===== config.mk =====
export PLATFORM = sky130hd
export DESIGN_NAME = engine_read_write_sequencer
export DESIGN_NICKNAME = d
export VERILOG_FILES = /design/src/rtl/engine_read_write_sequencer_pkg.sv /design/src/rtl/engine_read_write_request_fifo.sv /design/src/rtl/engine_read_write_sequencer.sv
export SDC_FILE = /design/constraint.sdc
export NUM_CORES = 2
export LEC_CHECK = 0
export ABC_AREA = 1
export BUFFER_PORTS_ARGS = -buffer_cell sky130_fd_sc_hd__buf_2
export CAP_MARGIN = 20
export CORE_ASPECT_RATIO = 0.7
export CORE_MARGIN = 2
export CORE_UTILIZATION = 45
export DETAILED_ROUTE_END_ITERATION = 8
export PLACE_DENSITY = 0.61
export SKIP_CTS_REPAIR_TIMING = 1
export SLEW_MARGIN = 20
export SYNTH_ARGS = -nofsm -noshare
export SYNTH_HDL_FRONTEND = slang
export SYNTH_SLANG_ARGS = --single-unit

===== constraint.sdc =====
create_clock -name ap_clk -period 8.5 [get_ports ap_clk]
set_clock_uncertainty 0.1 [all_clocks]
set_input_delay 0.85 -clock ap_clk [delete_from_list [all_inputs] [get_ports ap_clk]]
set_output_delay 0.85 -clock ap_clk [all_outputs]
set_load 0.1 [all_outputs]

===== src/rtl/engine_read_write_sequencer_pkg.sv =====
// Shared types and defaults for the read/write engine sequencer and its request FIFO.
package engine_read_write_sequencer_pkg;

  localparam int DEFAULT_FIFO_DEPTH   = 16;
  localparam int DEFAULT_PIPE_LATENCY = 2;

  typedef logic [31:0] PacketDataAddress;

  typedef struct packed {
    logic [3:0][31:0] field;
  } EnginePacketData;

  typedef struct packed {
    PacketDataAddress index_start;
    PacketDataAddress index_end;
    PacketDataAddress array_pointer;
    logic [7:0]       granularity;
  } ReadWriteConfigurationParameters;

  typedef struct packed {
    logic             cmd;
    PacketDataAddress address;
    EnginePacketData  data;
  } ReadWriteRequestPacket;

  typedef enum logic [2:0] {
    IDLE   = 3'd0,
    CONFIG = 3'd1,
    RUN    = 3'd2,
    DRAIN  = 3'd3,
    DONE   = 3'd4
  } ReadWriteSequencerState;

endpackage


===== src/rtl/engine_read_write_request_fifo.sv =====
// Show-ahead request FIFO: the head entry is visible on pop_data whenever empty is low.
module engine_read_write_request_fifo
  import engine_read_write_sequencer_pkg::*;
#(
  parameter int DEPTH = DEFAULT_FIFO_DEPTH
) (
  input  logic                       ap_clk,
  input  logic                       areset,
  input  logic                       flush,
  input  logic                       push,
  input  ReadWriteRequestPacket      push_data,
  input  logic                       pop,
  output ReadWriteRequestPacket      pop_data,
  output logic                       full,
  output logic                       empty,
  output logic [$clog2(DEPTH):0]     occupancy
);

  localparam int AW = $clog2(DEPTH);

  ReadWriteRequestPacket mem [DEPTH];
  logic [AW-1:0] wr_ptr;
  logic [AW-1:0] rd_ptr;
  logic [AW:0]   count;
  logic          do_push;
  logic          do_pop;

  // A push into a full FIFO is legal when the head leaves in the same cycle.
  assign do_push = push && (!full || pop);
  assign do_pop  = pop && !empty;

  always_ff @(posedge ap_clk) begin
    if (areset || flush) begin
      wr_ptr <= '0;
      rd_ptr <= '0;
      count  <= '0;
    end else begin
      if (do_push) wr_ptr <= wr_ptr + 1'b1;
      if (do_pop)  rd_ptr <= rd_ptr + 1'b1;
      case ({do_push, do_pop})
        2'b10:   count <= count + 1'b1;
        2'b01:   count <= count - 1'b1;
        default: count <= count;
      endcase
    end
  end

  // NOTE: storage is left unreset; the pointers and count alone decide what is valid.
  always_ff @(posedge ap_clk) begin
    if (do_push) mem[wr_ptr] <= push_data;
  end

  assign pop_data  = mem[rd_ptr];
  assign full      = (count == (AW+1)'(DEPTH));
  assign empty     = (count == '0);
  assign occupancy = count;

endmodule


===== src/rtl/engine_read_write_sequencer.sv =====
// Sequencer/flow controller feeding the read/write kernel and buffering its memory requests.
// Optional ENGINE_READ_WRITE_SEQUENCER_PERF_EN adds stall_count_out (request back-pressure cycles).
module engine_read_write_sequencer
  import engine_read_write_sequencer_pkg::*;
#(
  parameter int FIFO_DEPTH   = DEFAULT_FIFO_DEPTH,
  parameter int PIPE_LATENCY = DEFAULT_PIPE_LATENCY
) (
  input  logic                            ap_clk,
  input  logic                            areset,
  input  logic                            clear_in,
  input  logic                            config_valid_in,
  input  ReadWriteConfigurationParameters config_in,
  input  logic                            write_mode_in,
  input  logic                            stop_in,
  input  logic                            data_valid_in,
  output logic                            data_ready_out,
  input  EnginePacketData                 data_in,
  output logic                            kernel_clear_out,
  output logic                            kernel_config_valid_out,
  output logic                            kernel_data_valid_out,
  output ReadWriteConfigurationParameters kernel_config_out,
  output EnginePacketData                 kernel_data_out,
  input  PacketDataAddress                kernel_address_in,
  input  EnginePacketData                 kernel_result_in,
  output logic                            req_valid_out,
  input  logic                            req_ready_in,
  output ReadWriteRequestPacket           req_out,
  output logic                            busy_out,
  output logic                            done_out,
  output logic [31:0]                     req_count_out
`ifdef ENGINE_READ_WRITE_SEQUENCER_PERF_EN
  ,
  output logic [31:0]                     stall_count_out
`endif
);

  localparam logic [2:0] ST_IDLE   = IDLE;
  localparam logic [2:0] ST_CONFIG = CONFIG;
  localparam logic [2:0] ST_RUN    = RUN;
  localparam logic [2:0] ST_DRAIN  = DRAIN;
  localparam logic [2:0] ST_DONE   = DONE;

  localparam int OW = $clog2(FIFO_DEPTH) + 2;

  logic [2:0]                      state;
  ReadWriteConfigurationParameters cfg_q;
  logic                            write_mode_q;
  logic                            dv_q;
  logic [PIPE_LATENCY-1:0]         pipe_q;
  logic [31:0]                     req_count_q;

  logic                            fifo_push;
  logic                            fifo_pop;
  logic                            fifo_full;
  logic                            fifo_empty;
  logic [$clog2(FIFO_DEPTH):0]     fifo_occupancy;
  ReadWriteRequestPacket           fifo_push_data;

  logic [OW-1:0]                   outstanding;
  logic                            handshake;
  logic                            cfg_latch;

  // Every packet past the handshake holds a credit until its request leaves the FIFO.
  assign outstanding    = OW'(dv_q) + OW'($countones(pipe_q)) + OW'(fifo_occupancy);
  assign data_ready_out = (state == ST_RUN) && (outstanding < OW'(FIFO_DEPTH - 1)) && !fifo_full;
  assign handshake      = data_valid_in && data_ready_out;
  assign cfg_latch      = config_valid_in && ((state == ST_IDLE) || (state == ST_DONE));

  assign fifo_push      = pipe_q[PIPE_LATENCY-1];
  assign fifo_push_data = '{cmd: write_mode_q, address: kernel_address_in, data: kernel_result_in};
  assign fifo_pop       = req_valid_out && req_ready_in;

  engine_read_write_request_fifo #(
    .DEPTH (FIFO_DEPTH)
  ) u_request_fifo (
    .ap_clk    (ap_clk),
    .areset    (areset),
    .flush     (clear_in),
    .push      (fifo_push),
    .push_data (fifo_push_data),
    .pop       (fifo_pop),
    .pop_data  (req_out),
    .full      (fifo_full),
    .empty     (fifo_empty),
    .occupancy (fifo_occupancy)
  );

  always_ff @(posedge ap_clk) begin
    if (areset) begin
      state            <= ST_IDLE;
      cfg_q            <= '0;
      write_mode_q     <= 1'b0;
      dv_q             <= 1'b0;
      pipe_q           <= '0;
      kernel_data_out  <= '0;
      kernel_clear_out <= 1'b0;
      req_count_q      <= '0;
    end else if (clear_in) begin
      // The configuration survives a flush; only in-flight work is dropped.
      state            <= ST_IDLE;
      dv_q             <= 1'b0;
      pipe_q           <= '0;
      kernel_clear_out <= 1'b1;
      req_count_q      <= '0;
    end else begin
      kernel_clear_out <= 1'b0;
      dv_q             <= handshake;
      pipe_q           <= PIPE_LATENCY'({pipe_q, dv_q});
      if (handshake) kernel_data_out <= data_in;

      if (cfg_latch) begin
        cfg_q        <= config_in;
        write_mode_q <= write_mode_in;
        req_count_q  <= '0;
      end else if (fifo_pop) begin
        req_count_q  <= req_count_q + 32'd1;
      end

      case (state)
        ST_IDLE:   if (cfg_latch) state <= ST_CONFIG;
        ST_CONFIG: state <= ST_RUN;
        ST_RUN:    if (stop_in) state <= ST_DRAIN;
        ST_DRAIN:  if (!dv_q && (pipe_q == '0) && fifo_empty) state <= ST_DONE;
        ST_DONE:   if (cfg_latch) state <= ST_CONFIG;
        default:   state <= ST_IDLE;
      endcase
    end
  end

  assign kernel_config_out       = cfg_q;
  assign kernel_data_valid_out   = dv_q;
  assign kernel_config_valid_out = (state == ST_CONFIG) || (state == ST_RUN) || (state == ST_DRAIN);
  assign req_valid_out           = !fifo_empty;
  assign busy_out                = (state != ST_IDLE) && (state != ST_DONE);
  assign done_out                = (state == ST_DONE);
  assign req_count_out           = req_count_q;

`ifdef ENGINE_READ_WRITE_SEQUENCER_PERF_EN
  logic [31:0] stall_q;

  always_ff @(posedge ap_clk) begin
    if (areset || clear_in || cfg_latch) begin
      stall_q <= '0;
    end else if (req_valid_out && !req_ready_in && (stall_q != 32'hFFFF_FFFF)) begin
      stall_q <= stall_q + 32'd1;
    end
  end

  assign stall_count_out = stall_q;
`endif

endmodule


Word-level counts from Yosys, hierarchy flattened
Memory sizes are Yosys's and may differ from the RTL's. A register that Yosys moved wholly into a read port is not among the register bits.
Index checks and enable logic that the tools add are counted.

cells by class
  add/subtract/negate cells = 8
  order comparisons = 1
  equal/unequal tests = 11
  multiplexer cells = 10
  bitwise logic cells = 1
  reduce and logical (&&, ||, !) cells = 29

operator list
  operator                                                    number
  adder 32 x 1 -> 32 bit, second input constant               1
  case mux 3 bit (4 select lines)                             1
  logical AND 1 bit                                           10
  case mux 5 bit (2 select lines)                             1
  2-to-1 mux 3 bit                                            3
  adder 4 x 1 -> 4 bit, second input constant                 2
  2-to-1 mux 4 bit                                            2
  adder 3 x 5 -> 6 bit                                        1
  == test 3 x 2 -> 1 bit, second input constant               2
  less-than comparator 6 x 4 -> 1 bit, second input constant  1
  adder 5 x 1 -> 5 bit, second input constant                 1
  == test 5 bit, second input constant                        1
  zero test 5 bit                                             1
  logical OR 1 bit                                            5
  subtractor 5 x 1 -> 5 bit, second input constant            1
  inequality test 2 bit, second input constant                2
  AND reduction 2 bit                                         2
  OR reduction 2 bit                                          2
  adder 1 x 2 -> 3 bit                                        1
  == test 3 x 1 -> 1 bit, second input constant               1
  == test 3 bit, second input constant                        1
  zero test 1 bit                                             3
  zero test 3 bit                                             1
  2-to-1 mux 1 bit                                            3
  11 further kinds                                            11

word-level totals
  register bits = 285
  RAM bits = 2576
  output and inout port bits = 432
  logic and storage cells = 78
  memories kept = 1

memories
  name                words  width  rd ports  clocked after memory_dff  wr ports  RTL line                              text
  u_request_fifo.mem  16     161    1         1                         1         engine_read_write_request_fifo.sv:21  ReadWriteRequestPacket mem [DEPTH];

Depth between registers and ports, before layout
  depth after elaboration = 8
  depth in mapped cells = 17
  gate-level depth less buffers = 16

Modules after synthesis
From an unflattened synthesis, not the netlist that was laid out.

second synthesis, totals
  cells, all modules = 10010
  area total of the unflattened synthesis = 115802.3 um^2

modules (own cells, without submodules)
  module                          times used  cells an instance  area an instance (um^2)  seq. area each (um^2)
  engine_read_write_request_fifo  1           8058               103147.7                 77694.5
  engine_read_write_sequencer     1           1952               12654.6                  5445.2

Worst setup path after synthesis
Ideal clock, no wire load.

  kind = input to register
  start point = input req_ready_in
  end point = memory u_request_fifo.mem[11][0] (netlist name) (enable)
  data arrival time = 8.062 ns
  data required time = 7.715 ns
  slack = -0.346 ns
  stages = 4
  buffers on the path = 0
  cells stage by stage = nor2_1 > nor2_1 > nand2_1 > nor2_1

between the ends
  cells in the longest elaborated chain, start to end = 5

RTL lines
  item                                    RTL line                              text
  start, declared                         engine_read_write_sequencer.sv:27     input logic req_ready_in,
  logical AND 1 bit                       engine_read_write_sequencer.sv:72     assign fifo_pop = req_valid_out && req_ready_in;
  logical OR 1 bit                        engine_read_write_request_fifo.sv:29  assign do_push = push && (!full || pop);
  logical AND 1 bit                       engine_read_write_request_fifo.sv:29
  2-to-1 mux 1 bit                        engine_read_write_request_fifo.sv:50  if (do_push) mem[wr_ptr] <= push_data;
  2-to-1 mux 1 bit (implied by the code)  engine_read_write_request_fifo.sv:50
  end, declared                           engine_read_write_request_fifo.sv:21

Every way passes these cells.

==> run metrics <==
status=complete, no violations; Reg clk slew, reported paths=0.06 ns; cell area after synthesis=112,000 um2; crit start category=register; first-pass GRT wire length=483 mm; WP buf/inv=3; FF+latch count, synth=2,865; worst vdd ir=0.181 mV; Root Buffer=clkbuf_16; vias in the first global route=71,300; period utilization=69.6%; Slew Limit Fails=0; Chip Height=421 um; Initial DRC Count=8,751; CTS Buf Count=286; die width=600 um; First-pass DRT Iterations=6; crit path cell chain=buf_4 > buf_4 > o21ai_0 > o22ai_1 > nand2_1 > nand2_1 > nand2_1 > o21ai_1 > buf_2; post-synthesis cell type count=33; pre-CTS setup slack=3.45 ns; share of cells above drive strength 1=13.9%; I/O pin count=832; slowest stage cell, crit path=buf_4; Core Region=248,000 um2; Critical Path Max Stage Delay=0.93 ns; top post-synthesis cells by area=edfxtp_1 69%, o21ai_0 6.5%, nor2_1 6.0%, dfxtp_1 5.2%, nand2_1 2.1%; gr ovfl total=0; CP dominant cell by count=nand2_1; Syn Area/Cell=12.5 um2; Yosys top cell by area=edfxtp_1; Starting Density=45.2%; Fill cells=21,200; Max Freq=0.169 GHz; die area=253,000 um2; Nets=9,956; Std-Cell Rows=153; IO buf count=831; Max Root-Sink Buffers=4; Critical Path RT=7.55 ns; Syn Inst Count=8,973; final worst slack=2.59 ns; Critical Path Fanout Max=113; clock period minus worst slack=5.91 ns; Tot GR Track Use=25.4%; DRC violations left=0; Worst setup EP type=output port; crit path kind=reg2out; Slew HR=20.4%; Crit path max-delay family=buffers and inverters; Worst EP arrival=4.96 ns; DPL Wire Length=167 mm; DR vias/cell=5.75; Worst-Skew Late Latency=0.83 ns; Area growth, synth to finish=14.1%; P_leak=44.0 nW; register area share after synthesis=74.2%; pin count of the biggest net entering global routing=236; DR vias=75,400; Register Area=83,200 um2; Tightest Pin Transition=1.19 ns; total of max-cap violations=0; Yosys warning count=0; RSZ-0062 raised after global routing=false; Sink Count=2,865; CTS tree=built; most frequent cells in the layout=2,576 x edfxtp_1, 1,764 x nor2_1, 1,453 x o21ai_0; top-area cell type share of the netlist area=69.0%; PD cells=224 nW/um2; Hold Crit Class=in2reg; Post-Syn Nets=9,388; final setup fails=0; most common cell after layout, fill and taps aside=edfxtp_1; multi-input gate area in the final layout=25,000 um2; ANT nets after route=0; Final Hold Fails=0; WL final=332 mm; setup_tns=0 ns; initial antenna violation count=100; GP Congestion=1.00; fin util=51.6%; WL/cell=25.3 um; H-tree Lvls=5
==> state kept, by name (all words and copies together), names as in the netlist, named ones only <==
signal and count:
req_count_out 32, u_request_fifo.mem 2576, kernel_data_out 128, kernel_data_valid_out 1, u_request_fifo.rd_ptr 4, kernel_config_out 104
kernel_clear_out 1, u_request_fifo.occupancy 5, write_mode_q 1, state 3, pipe_q 2, u_request_fifo.wr_ptr 4
==> synthesized netlist by cell type (all sizes together) <==
| cell type | n |
|---|---|
| clkinv | 3 |
| a211oi | 1 |
| o221ai | 224 |
| o21a | 3 |
| xor2 | 5 |
| nor3b | 1 |
| nor3 | 4 |
| nand3b | 11 |
| edfxtp | 2576 |
| dfxtp | 289 |
| o22ai | 336 |
| nand3 | 123 |
| buf | 258 |
| o21ai | 1576 |
| a21oi | 143 |
| nor2 | 1781 |
| fa | 3 |
| a31oi | 1 |
| o211ai | 161 |
| inv | 300 |
| xnor2 | 2 |
| nand4 | 134 |
| clkbuf | 388 |
| nand2 | 638 |
| ha | 12 |
==> worst paths after layout <==
check / startpoint / to / slack [ns] / cells past startpoint
setup / recovery: register / req_out[39] / 2.59 / 9
hold / removal: config_in[50] / kernel_config_out[50]$_SDFFE_PP0P_ / 0.22 / 3
setup reg to reg: kernel_data_valid_out$_SDFF_PP0_ / kernel_data_out[10]$_SDFFE_PP0P_ / 4.11 / 14
hold reg to reg: kernel_config_out[15]$_SDFFE_PP0P_ / kernel_config_out[15]$_SDFFE_PP0P_ / 0.34 / 2
==> worst reg2reg max path, stage by stage, from the launching register on <==
cell and delay [ns]:
dfxtp_1 0.37, fa_1 0.56, ha_1 0.19, inv_1 0.07, fa_1 0.51, inv_1 0.04
nand2_1 0.05, nor3_1 0.07, nand2_4 0.26, nand3_1 0.26, nor2_4 0.35, buf_4 0.53
buf_4 0.69, nor2_1 0.12, nor2_1 0.15
==> cell type report <==
class	instances	share of cell area, %
flip-flops and latches	2865	65.0
multi-input cells	5159	19.5
clock buffers	351	6.01
repair buffers	926	4.21
well taps	3332	3.26
clock inverters	146	0.968
inverters	303	0.926
diodes	27	0.0528
==> cell families after synthesis <==
| kind of cell | count (synthesis) | share of synthesized area [%] |
|---|---|---|
| xor gates and xnor gates | 7 | 0.0547 |
| and+or+nand+nor | 2692 | 9.50 |
| adders and majority gates | 15 | 0.188 |
| DFF | 2865 | 74.2 |
| buffers and inverters | 949 | 3.63 |
| AOI/OAI and AO/OA | 2445 | 12.4 |
==> through the flow <==
step | instance area, um2 | cells | total power [W] | hold slack (ns)
floorplan | 112000 | 8973 | 0.0162 | 0.347
global placement | 119000 | 12600 | 0.0166 | 0.329
detailed placement | 119000 | 12600 | 0.0166 | 0.335
CTS | 128000 | 13100 | 0.0288 | 0.139
global route | 128000 | 13100 | 0.0294 | 0.180
finish | 128000 | 13100 | 0.0286 | 0.221
==> metal layers <==
| layer | track usage, % | wire length, um | vias to the layer above |
|---|---|---|---|
| met5 | 0 | 351 | - |
| met3 | 4.11 | 24900 | 646 |
| met2 | 41.4 | 159000 | 3210 |
| met4 | 9.78 | 12800 | 56 |
| li1 | - | - | 33900 |
| met1 | 34.2 | 135000 | 37500 |
==> where the power goes <==
| part | leakage [nW] | internal, W | switching (W) |
|---|---|---|---|
| clock | 4.37 | 0.00700 | 0.00528 |
| sequential | 25.5 | 0.0154 | 0.0000338 |
| combinational | 14.1 | 0.000154 | 0.000749 |
Note: power is estimated with default switching activity, not from simulation.
